==> config.mk <==
export PLATFORM = sky130hd
export DESIGN_NAME = controle_multdiv
export DESIGN_NICKNAME = d
export VERILOG_FILES = /design/src/rtl/multdiv_pkg.sv /design/src/rtl/multdiv_passo.sv /design/src/rtl/controle_multdiv.sv
export SDC_FILE = /design/constraint.sdc
export NUM_CORES = 1
export LEC_CHECK = 0
export ABC_AREA = 1
export CAP_MARGIN = 0
export CORE_UTILIZATION = 30
export DETAILED_ROUTE_END_ITERATION = 10
export PLACE_DENSITY_LB_ADDON = 0.08
export SLEW_MARGIN = 20
export SYNTH_ARGS = -nofsm -noshare
export SYNTH_HDL_FRONTEND = slang
export SYNTH_HIERARCHICAL = 1
export SYNTH_SLANG_ARGS = --single-unit
==> constraint.sdc <==
create_clock -name clk -period 3 [get_ports clk]
set_input_delay 0.45 -clock clk [delete_from_list [all_inputs] [get_ports clk]]
set_output_delay 0.45 -clock clk [all_outputs]
set_load 0.05 [all_outputs]
==> src/rtl/multdiv_pkg.sv <==
// Shared definitions for the iterative multiply/divide sequencer.
package multdiv_pkg;

  localparam int WIDTH = 32;
  localparam int STEPS = 32;
  localparam int CNT_W = $clog2(STEPS);

  typedef enum logic [1:0] {
    OP_MULT  = 2'b00,
    OP_MULTU = 2'b01,
    OP_DIV   = 2'b10,
    OP_DIVU  = 2'b11
  } op_e;

  typedef enum logic [1:0] {
    IDLE = 2'b00,
    RUN  = 2'b01,
    FIX  = 2'b10
  } state_e;

  // Two's-complement magnitude for signed operations, raw value otherwise.
  function automatic logic [WIDTH-1:0] mag(input logic [WIDTH-1:0] x, input logic is_signed);
    mag = (is_signed && x[WIDTH-1]) ? -x : x;
  endfunction

endpackage

==> src/rtl/multdiv_passo.sv <==
// One iteration of the shared datapath: shift-add for multiply,
// shift/trial-subtract/restore for divide.
module multdiv_passo
  import multdiv_pkg::*;
(
  input  logic             is_div,
  input  logic [WIDTH:0]   r_i,
  input  logic [WIDTH-1:0] q_i,
  input  logic [WIDTH-1:0] m_i,
  output logic [WIDTH:0]   r_o,
  output logic [WIDTH-1:0] q_o
);

  logic [WIDTH:0]   sum;
  logic [WIDTH+1:0] r_sh;
  logic [WIDTH+1:0] diff;

  // Next accumulator/remainder and low word/quotient for one step.
  always_comb begin
    sum  = {1'b0, r_i[WIDTH-1:0]} + (q_i[0] ? {1'b0, m_i} : '0);
    r_sh = {r_i, q_i[WIDTH-1]};
    diff = r_sh - {2'b00, m_i};
    if (is_div) begin
      if (diff[WIDTH+1]) begin
        r_o = r_sh[WIDTH:0];
        q_o = {q_i[WIDTH-2:0], 1'b0};
      end else begin
        r_o = diff[WIDTH:0];
        q_o = {q_i[WIDTH-2:0], 1'b1};
      end
    end else begin
      // carry enters the top of the 64-bit accumulator on the right shift
      r_o = {1'b0, sum[WIDTH:1]};
      q_o = {sum[0], q_i[WIDTH-1:1]};
    end
  end

endmodule

==> src/rtl/controle_multdiv.sv <==
// Multiply/divide sequencer with HI/LO registers and mthi/mtlo access.
//
// state | meaning
// IDLE  | waiting for start; mthi/mtlo writes accepted
// RUN   | 32 datapath steps, step counter 0..31
// FIX   | sign correction and HI/LO write-back
module controle_multdiv
  import multdiv_pkg::state_e, multdiv_pkg::IDLE, multdiv_pkg::RUN, multdiv_pkg::FIX,
         multdiv_pkg::OP_MULT, multdiv_pkg::OP_DIV, multdiv_pkg::OP_DIVU,
         multdiv_pkg::STEPS, multdiv_pkg::CNT_W, multdiv_pkg::mag;
#(
  parameter int WIDTH = multdiv_pkg::WIDTH
) (
  input  logic             clk,
  input  logic             rst_n,
  input  logic             start,
  input  logic [1:0]       op,
  input  logic [WIDTH-1:0] a,
  input  logic [WIDTH-1:0] b,
  input  logic             wr_hi,
  input  logic             wr_lo,
  input  logic [WIDTH-1:0] wr_data,
  output logic             busy,
  output logic             done,
  output logic             div_by_zero,
  output logic [WIDTH-1:0] hi,
  output logic [WIDTH-1:0] lo
);

  state_e             state_q, state_d;
  logic [CNT_W-1:0]   cnt_q, cnt_d;
  logic               is_div_q, is_div_d;
  logic               sgn_lo_q, sgn_lo_d;     // product / quotient sign
  logic               sgn_hi_q, sgn_hi_d;     // remainder sign
  logic               dbz_pend_q, dbz_pend_d;
  logic [WIDTH:0]     r_q, r_d, r_nxt;
  logic [WIDTH-1:0]   q_q, q_d, q_nxt;
  logic [WIDTH-1:0]   m_q, m_d;
  logic [WIDTH-1:0]   hi_q, hi_d, lo_q, lo_d;
  logic               busy_q, busy_d, done_q, done_d, dbz_q, dbz_d;

  logic               start_ok, is_div_in, signed_in;
  logic [WIDTH-1:0]   mag_a, mag_b;
  logic [2*WIDTH-1:0] prod, prod_fix;
  logic [WIDTH-1:0]   quo_fix, rem_fix;

  assign start_ok  = start && (state_q == IDLE);
  assign is_div_in = (op == OP_DIV) || (op == OP_DIVU);
  assign signed_in = (op == OP_MULT) || (op == OP_DIV);
  assign mag_a     = mag(a, signed_in);
  assign mag_b     = mag(b, signed_in);

  multdiv_passo u_passo (
    .is_div (is_div_q),
    .r_i    (r_q),
    .q_i    (q_q),
    .m_i    (m_q),
    .r_o    (r_nxt),
    .q_o    (q_nxt)
  );

  // Sign-corrected results used by FIX. With a zero divisor the remainder
  // register ends up holding |a|, so the remainder correction restores raw a.
  always_comb begin
    prod     = {r_q[WIDTH-1:0], q_q};
    prod_fix = sgn_lo_q ? -prod : prod;
    quo_fix  = sgn_lo_q ? -q_q : q_q;
    rem_fix  = sgn_hi_q ? -r_q[WIDTH-1:0] : r_q[WIDTH-1:0];
  end

  // Next-state, datapath load and HI/LO update.
  always_comb begin
    state_d    = state_q;
    cnt_d      = cnt_q;
    is_div_d   = is_div_q;
    sgn_lo_d   = sgn_lo_q;
    sgn_hi_d   = sgn_hi_q;
    dbz_pend_d = dbz_pend_q;
    r_d        = r_q;
    q_d        = q_q;
    m_d        = m_q;
    hi_d       = hi_q;
    lo_d       = lo_q;
    dbz_d      = dbz_q;
    done_d     = 1'b0;
    case (state_q)
      IDLE: begin
        if (start_ok) begin
          state_d    = RUN;
          cnt_d      = '0;
          is_div_d   = is_div_in;
          sgn_lo_d   = signed_in & (a[WIDTH-1] ^ b[WIDTH-1]);
          sgn_hi_d   = signed_in & is_div_in & a[WIDTH-1];
          dbz_pend_d = is_div_in && (b == '0);
          dbz_d      = 1'b0;
          m_d        = is_div_in ? mag_b : mag_a;
          q_d        = is_div_in ? mag_a : mag_b;
          r_d        = '0;
        end else begin
          if (wr_hi) hi_d = wr_data;
          if (wr_lo) lo_d = wr_data;
        end
      end
      RUN: begin
        r_d   = r_nxt;
        q_d   = q_nxt;
        cnt_d = cnt_q + CNT_W'(1);
        if (cnt_q == CNT_W'(STEPS - 1)) begin
          state_d = FIX;
          cnt_d   = '0;
        end
      end
      FIX: begin
        state_d = IDLE;
        done_d  = 1'b1;
        if (is_div_q) begin
          lo_d  = dbz_pend_q ? '1 : quo_fix;
          hi_d  = rem_fix;
          dbz_d = dbz_pend_q;
        end else begin
          hi_d = prod_fix[2*WIDTH-1:WIDTH];
          lo_d = prod_fix[WIDTH-1:0];
        end
      end
      default: state_d = IDLE;
    endcase
    busy_d = (state_d != IDLE);
  end

  // State and datapath registers.
  always_ff @(posedge clk or negedge rst_n) begin
    if (!rst_n) begin
      state_q    <= IDLE;
      cnt_q      <= '0;
      is_div_q   <= 1'b0;
      sgn_lo_q   <= 1'b0;
      sgn_hi_q   <= 1'b0;
      dbz_pend_q <= 1'b0;
      r_q        <= '0;
      q_q        <= '0;
      m_q        <= '0;
      hi_q       <= '0;
      lo_q       <= '0;
      busy_q     <= 1'b0;
      done_q     <= 1'b0;
      dbz_q      <= 1'b0;
    end else begin
      state_q    <= state_d;
      cnt_q      <= cnt_d;
      is_div_q   <= is_div_d;
      sgn_lo_q   <= sgn_lo_d;
      sgn_hi_q   <= sgn_hi_d;
      dbz_pend_q <= dbz_pend_d;
      r_q        <= r_d;
      q_q        <= q_d;
      m_q        <= m_d;
      hi_q       <= hi_d;
      lo_q       <= lo_d;
      busy_q     <= busy_d;
      done_q     <= done_d;
      dbz_q      <= dbz_d;
    end
  end

  assign busy        = busy_q;
  assign done        = done_q;
  assign div_by_zero = dbz_q;
  assign hi          = hi_q;
  assign lo          = lo_q;

endmodule
==> results.sh <==
export IMPL_vdd_ir_drop_worst_uv=607
export IMPL_ctsLongestPathBuffers=2
export IMPL_detailroute_via_count=21200
export IMPL_flip_flop_and_latch_count_after_synthesis=175
export IMPL_clock_sink_count=175
export IMPL_clockRootBuffer="sky130_fd_sc_hd__clkbuf_16"
export IMPL_wl_mm=90.9
export IMPL_synth_most_common_cell="sky130_fd_sc_hd__nand2_1"
export IMPL_drive_above_1_share_pct=8.68
export IMPL_synthXorXnorAreaFrac_pct=3.59
export IMPL_power_leakage_nw=10.9
export IMPL_synth_common_cells="912 x sky130_fd_sc_hd__nand2_1, 410 x sky130_fd_sc_hd__inv_1, 320 x sky130_fd_sc_hd__nand3_1, 274 x sky130_fd_sc_hd__nor2_1, 175 x sky130_fd_sc_hd__dfrtp_1"
export IMPL_drtAntennaViolNets=0
export IMPL_fin_util_pct=36.8
export IMPL_finalWorstSetupSlack_ps=81.0
export IMPL_routed_wire_length_per_instance_um=22.7
export IMPL_clkLatencyLatePin_ps=500
export IMPL_post_synth_inst_count=3002
export IMPL_number_of_library_cell_types_mapped_by_synthesis=54
export IMPL_yosysSeqAreaShare_pct=24.0
export IMPL_post_synth_main_area_contributors="sky130_fd_sc_hd__dfrtp_1 24%, sky130_fd_sc_hd__nand2_1 19%, sky130_fd_sc_hd__nand3_1 8.8%"
export IMPL_finalHoldWorstSlack_ps=476
export IMPL_post_route_period_util_pct=97.3
export IMPL_detail_route_first_pass_iterations=6
export IMPL_synth_simple_area_share_pct=39.7
export IMPL_total_die_area_mm2=0.0619
export IMPL_critical_path_endpoint_type="register"
export IMPL_syn_cell_area_mm2=0.0183
export IMPL_cts_tree="built"
export IMPL_ys_flop_type="sky130_fd_sc_hd__dfrtp_1"
export IMPL_globalRouteOverflowTotal=0
export IMPL_result_of_the_run="completed"
export IMPL_drt_drc_violations_left=0
export IMPL_cts_buffers_inserted=17
export IMPL_drv_cap=0
export IMPL_tightestPinTransition_ps=996
export IMPL_syn2layout_area_growth_pct=21.2
export IMPL_fin_skew_ps=10.1
export IMPL_buffers_added_on_ports=169
export IMPL_post_synth_fa_ha_maj_area_fraction_pct=5.01
export IMPL_crit_type="register to register"
export IMPL_synth_largest_area_cell="sky130_fd_sc_hd__dfrtp_1"
export IMPL_slew_headroom_pct=33.4
export IMPL_chipHeight_um=249
export IMPL_finalMaxSlewViolations=0
export IMPL_grt_first_pass_wirelength_mm=135
export IMPL_fillCellCount=6668
export IMPL_design_portCount=170
export IMPL_dpl_hpwl_mm=75.3
export IMPL_synth_area_per_cell_um2=6.09
export IMPL_critical_path_arrival_ps=3340
export IMPL_post_synth_mux_area_share_pct=0.0547
export IMPL_clock_tree_htree_level_count=4
export IMPL_pre_cts_slack_ps=-172
export IMPL_antenna_found_initial=4
export IMPL_clkTransAtPathRegs_ps=80
export IMPL_number_of_flops_mapped_to_enable_cells_by_yosys=0
export IMPL_postSynth_asyncResetShare_pct=100
export IMPL_rsz_0062_raised_after_global_routing="no"
export IMPL_grt_start_max_net_pins=66
export IMPL_grt_total_usage_pct=29.4
export IMPL_fp_row_count=90
export IMPL_first_global_vias=20700
export IMPL_power_density_mw_per_mm2=1390
export IMPL_fin_crit_ps=2920
export IMPL_max_clock_freq_mhz=343
export IMPL_main_combinational_cell_family_by_area_after_synthesis="simple AND/OR/NAND/NOR gates"
export IMPL_finalSetupViolations=0
export IMPL_crit_path_launch_type="register"
export IMPL_timing_final_hold_violations=0
export IMPL_worst_path_max_fanout=29
export IMPL_yosys_warnings=6
export IMPL_design_core_area_mm2=0.0602
export IMPL_initial_utilization_pct=30.3
export IMPL_synth_compound_area_share_pct=16.1
export IMPL_fp_dieW_um=249
export IMPL_gp_routability_congestion=1.00
export IMPL_final_nets=3388
export IMPL_hold_path_class="primary input to async pin"
export IMPL_mappedNetlistNets=3177
export IMPL_synth_largest_type_area_fraction_pct=24.0
export IMPL_via_per_inst=5.28
export IMPL_drt_iter0_markers=1983
export IMPL_crit_required_ps=3420
-- path summary, 6_finish.rpt --
path | start | to | slack, ps | depth (start not counted)
min in group clk | hi[13] | hi[13] | 490 | 2
hold reg to reg | hi[13] | hi[13] | 490 | 2
max in group asynchronous | rst_n | m_q[24] | 1740 | 3
setup reg to reg | q_q[0] | r_q[28] | 80 | 15
hold / removal | rst_n | hi[30] | 480 | 2
setup / recovery | q_q[0] | r_q[28] | 80 | 15
-- registers in the layout (all words and copies together), names as in the netlist --
name         flops
state_q          2
m_q             32
dbz_pend_q       1
cnt_q            5
done             1
div_by_zero      1
is_div_q         1
hi              32
sgn_lo_q         1
q_q             32
busy             1
lo              32
r_q             33
sgn_hi_q         1
-- routing by layer --
layer | track usage [%] | up-vias | share of wire, %
met5 | 0 | - | 0.014
met4 | 13.3 | 2 | 4.4
met3 | 4.01 | 137 | 6.0
met2 | 45.7 | 797 | 44
met1 | 40.3 | 10100 | 45
li1 | - | 10100 | -
-- per-stage QoR --
| step | cell area (um^2) | setup TNS [ps] | cells | power [mW] |
|---|---|---|---|---|
| 2_1_floorplan | 18300 | 0 | 3002 | 19.1 |
| 3_3_place_gp | 21500 | -354 | 3975 | 28.1 |
| 3_5_place_dp | 21500 | -279 | 3975 | 28.0 |
| 4_1_cts | 22100 | 0 | 4008 | 30.5 |
| 5_1_grt | 22200 | 0 | 4008 | 33.0 |
| 6_report | 22200 | 0 | 4009 | 30.7 |
-- final cells by class --
type                       count  area (um^2)  share of cell area [%]
clock inverter                12          118                   0.531
tap                          782          978                    4.42
sequential                   175         4380                    19.8
multi-input combinational   2302        11800                    53.4
timing repair buffer         295         2790                    12.6
inverter                     422         1580                    7.15
antenna                        1         2.50                  0.0113
clock buffer                  20          467                    2.11
-- timing repair --
| action | CTS | global route |
|---|---|---|
| hold buffers | 1 | 0 |
| gates resized for setup | 0 | 4 |
| setup endpoints to repair | 0 | 10 |
| endpoints found under the hold margin | 41 | 0 |
| setup buffers | 0 | 0 |
-- kinds of logic after synthesis --
family,Yosys count
fa+ha+maj,72
buf+inv,525
simple gates,1684
mux,1
xor+xnor,75
flops,175
compound gates,470
-- where the power goes --
part,internal [mW],switching [mW]
clock network,1.16,1.21
logic,7.88,15.4
registers,3.52,1.53
total,12.6,18.2
-- layout by cell type, fill, tap and decap left out, drive strengths merged, types with 33 or more instances in the layout --
cell type / instances
nand2: 930
inv: 427
nand3: 334
nor2: 295
dfrtp: 175
o21ai: 175
clkdlybuf4s50: 168
a21oi: 131
buf: 126
ha: 70
xor2: 51
nor3: 39
a2bb2oi: 36
or2: 35
a22oi: 33
-- critical path, stage by stage (launching register included) --
cell,delay (ps)
sky130_fd_sc_hd__dfrtp_1,430
sky130_fd_sc_hd__buf_12,220
sky130_fd_sc_hd__nand2_1,80
sky130_fd_sc_hd__inv_1,130
sky130_fd_sc_hd__ha_1,320
sky130_fd_sc_hd__a21oi_1,300
sky130_fd_sc_hd__nand3_1,350
sky130_fd_sc_hd__nand2_1,160
sky130_fd_sc_hd__nand2_1,150
sky130_fd_sc_hd__nand2_1,180
sky130_fd_sc_hd__nand2_1,70
sky130_fd_sc_hd__nand2_1,60
sky130_fd_sc_hd__nand3_1,130
sky130_fd_sc_hd__nand2_1,110
sky130_fd_sc_hd__nand2_1,50
sky130_fd_sc_hd__o21ai_0,90
(Power assumes the default switching activity.)
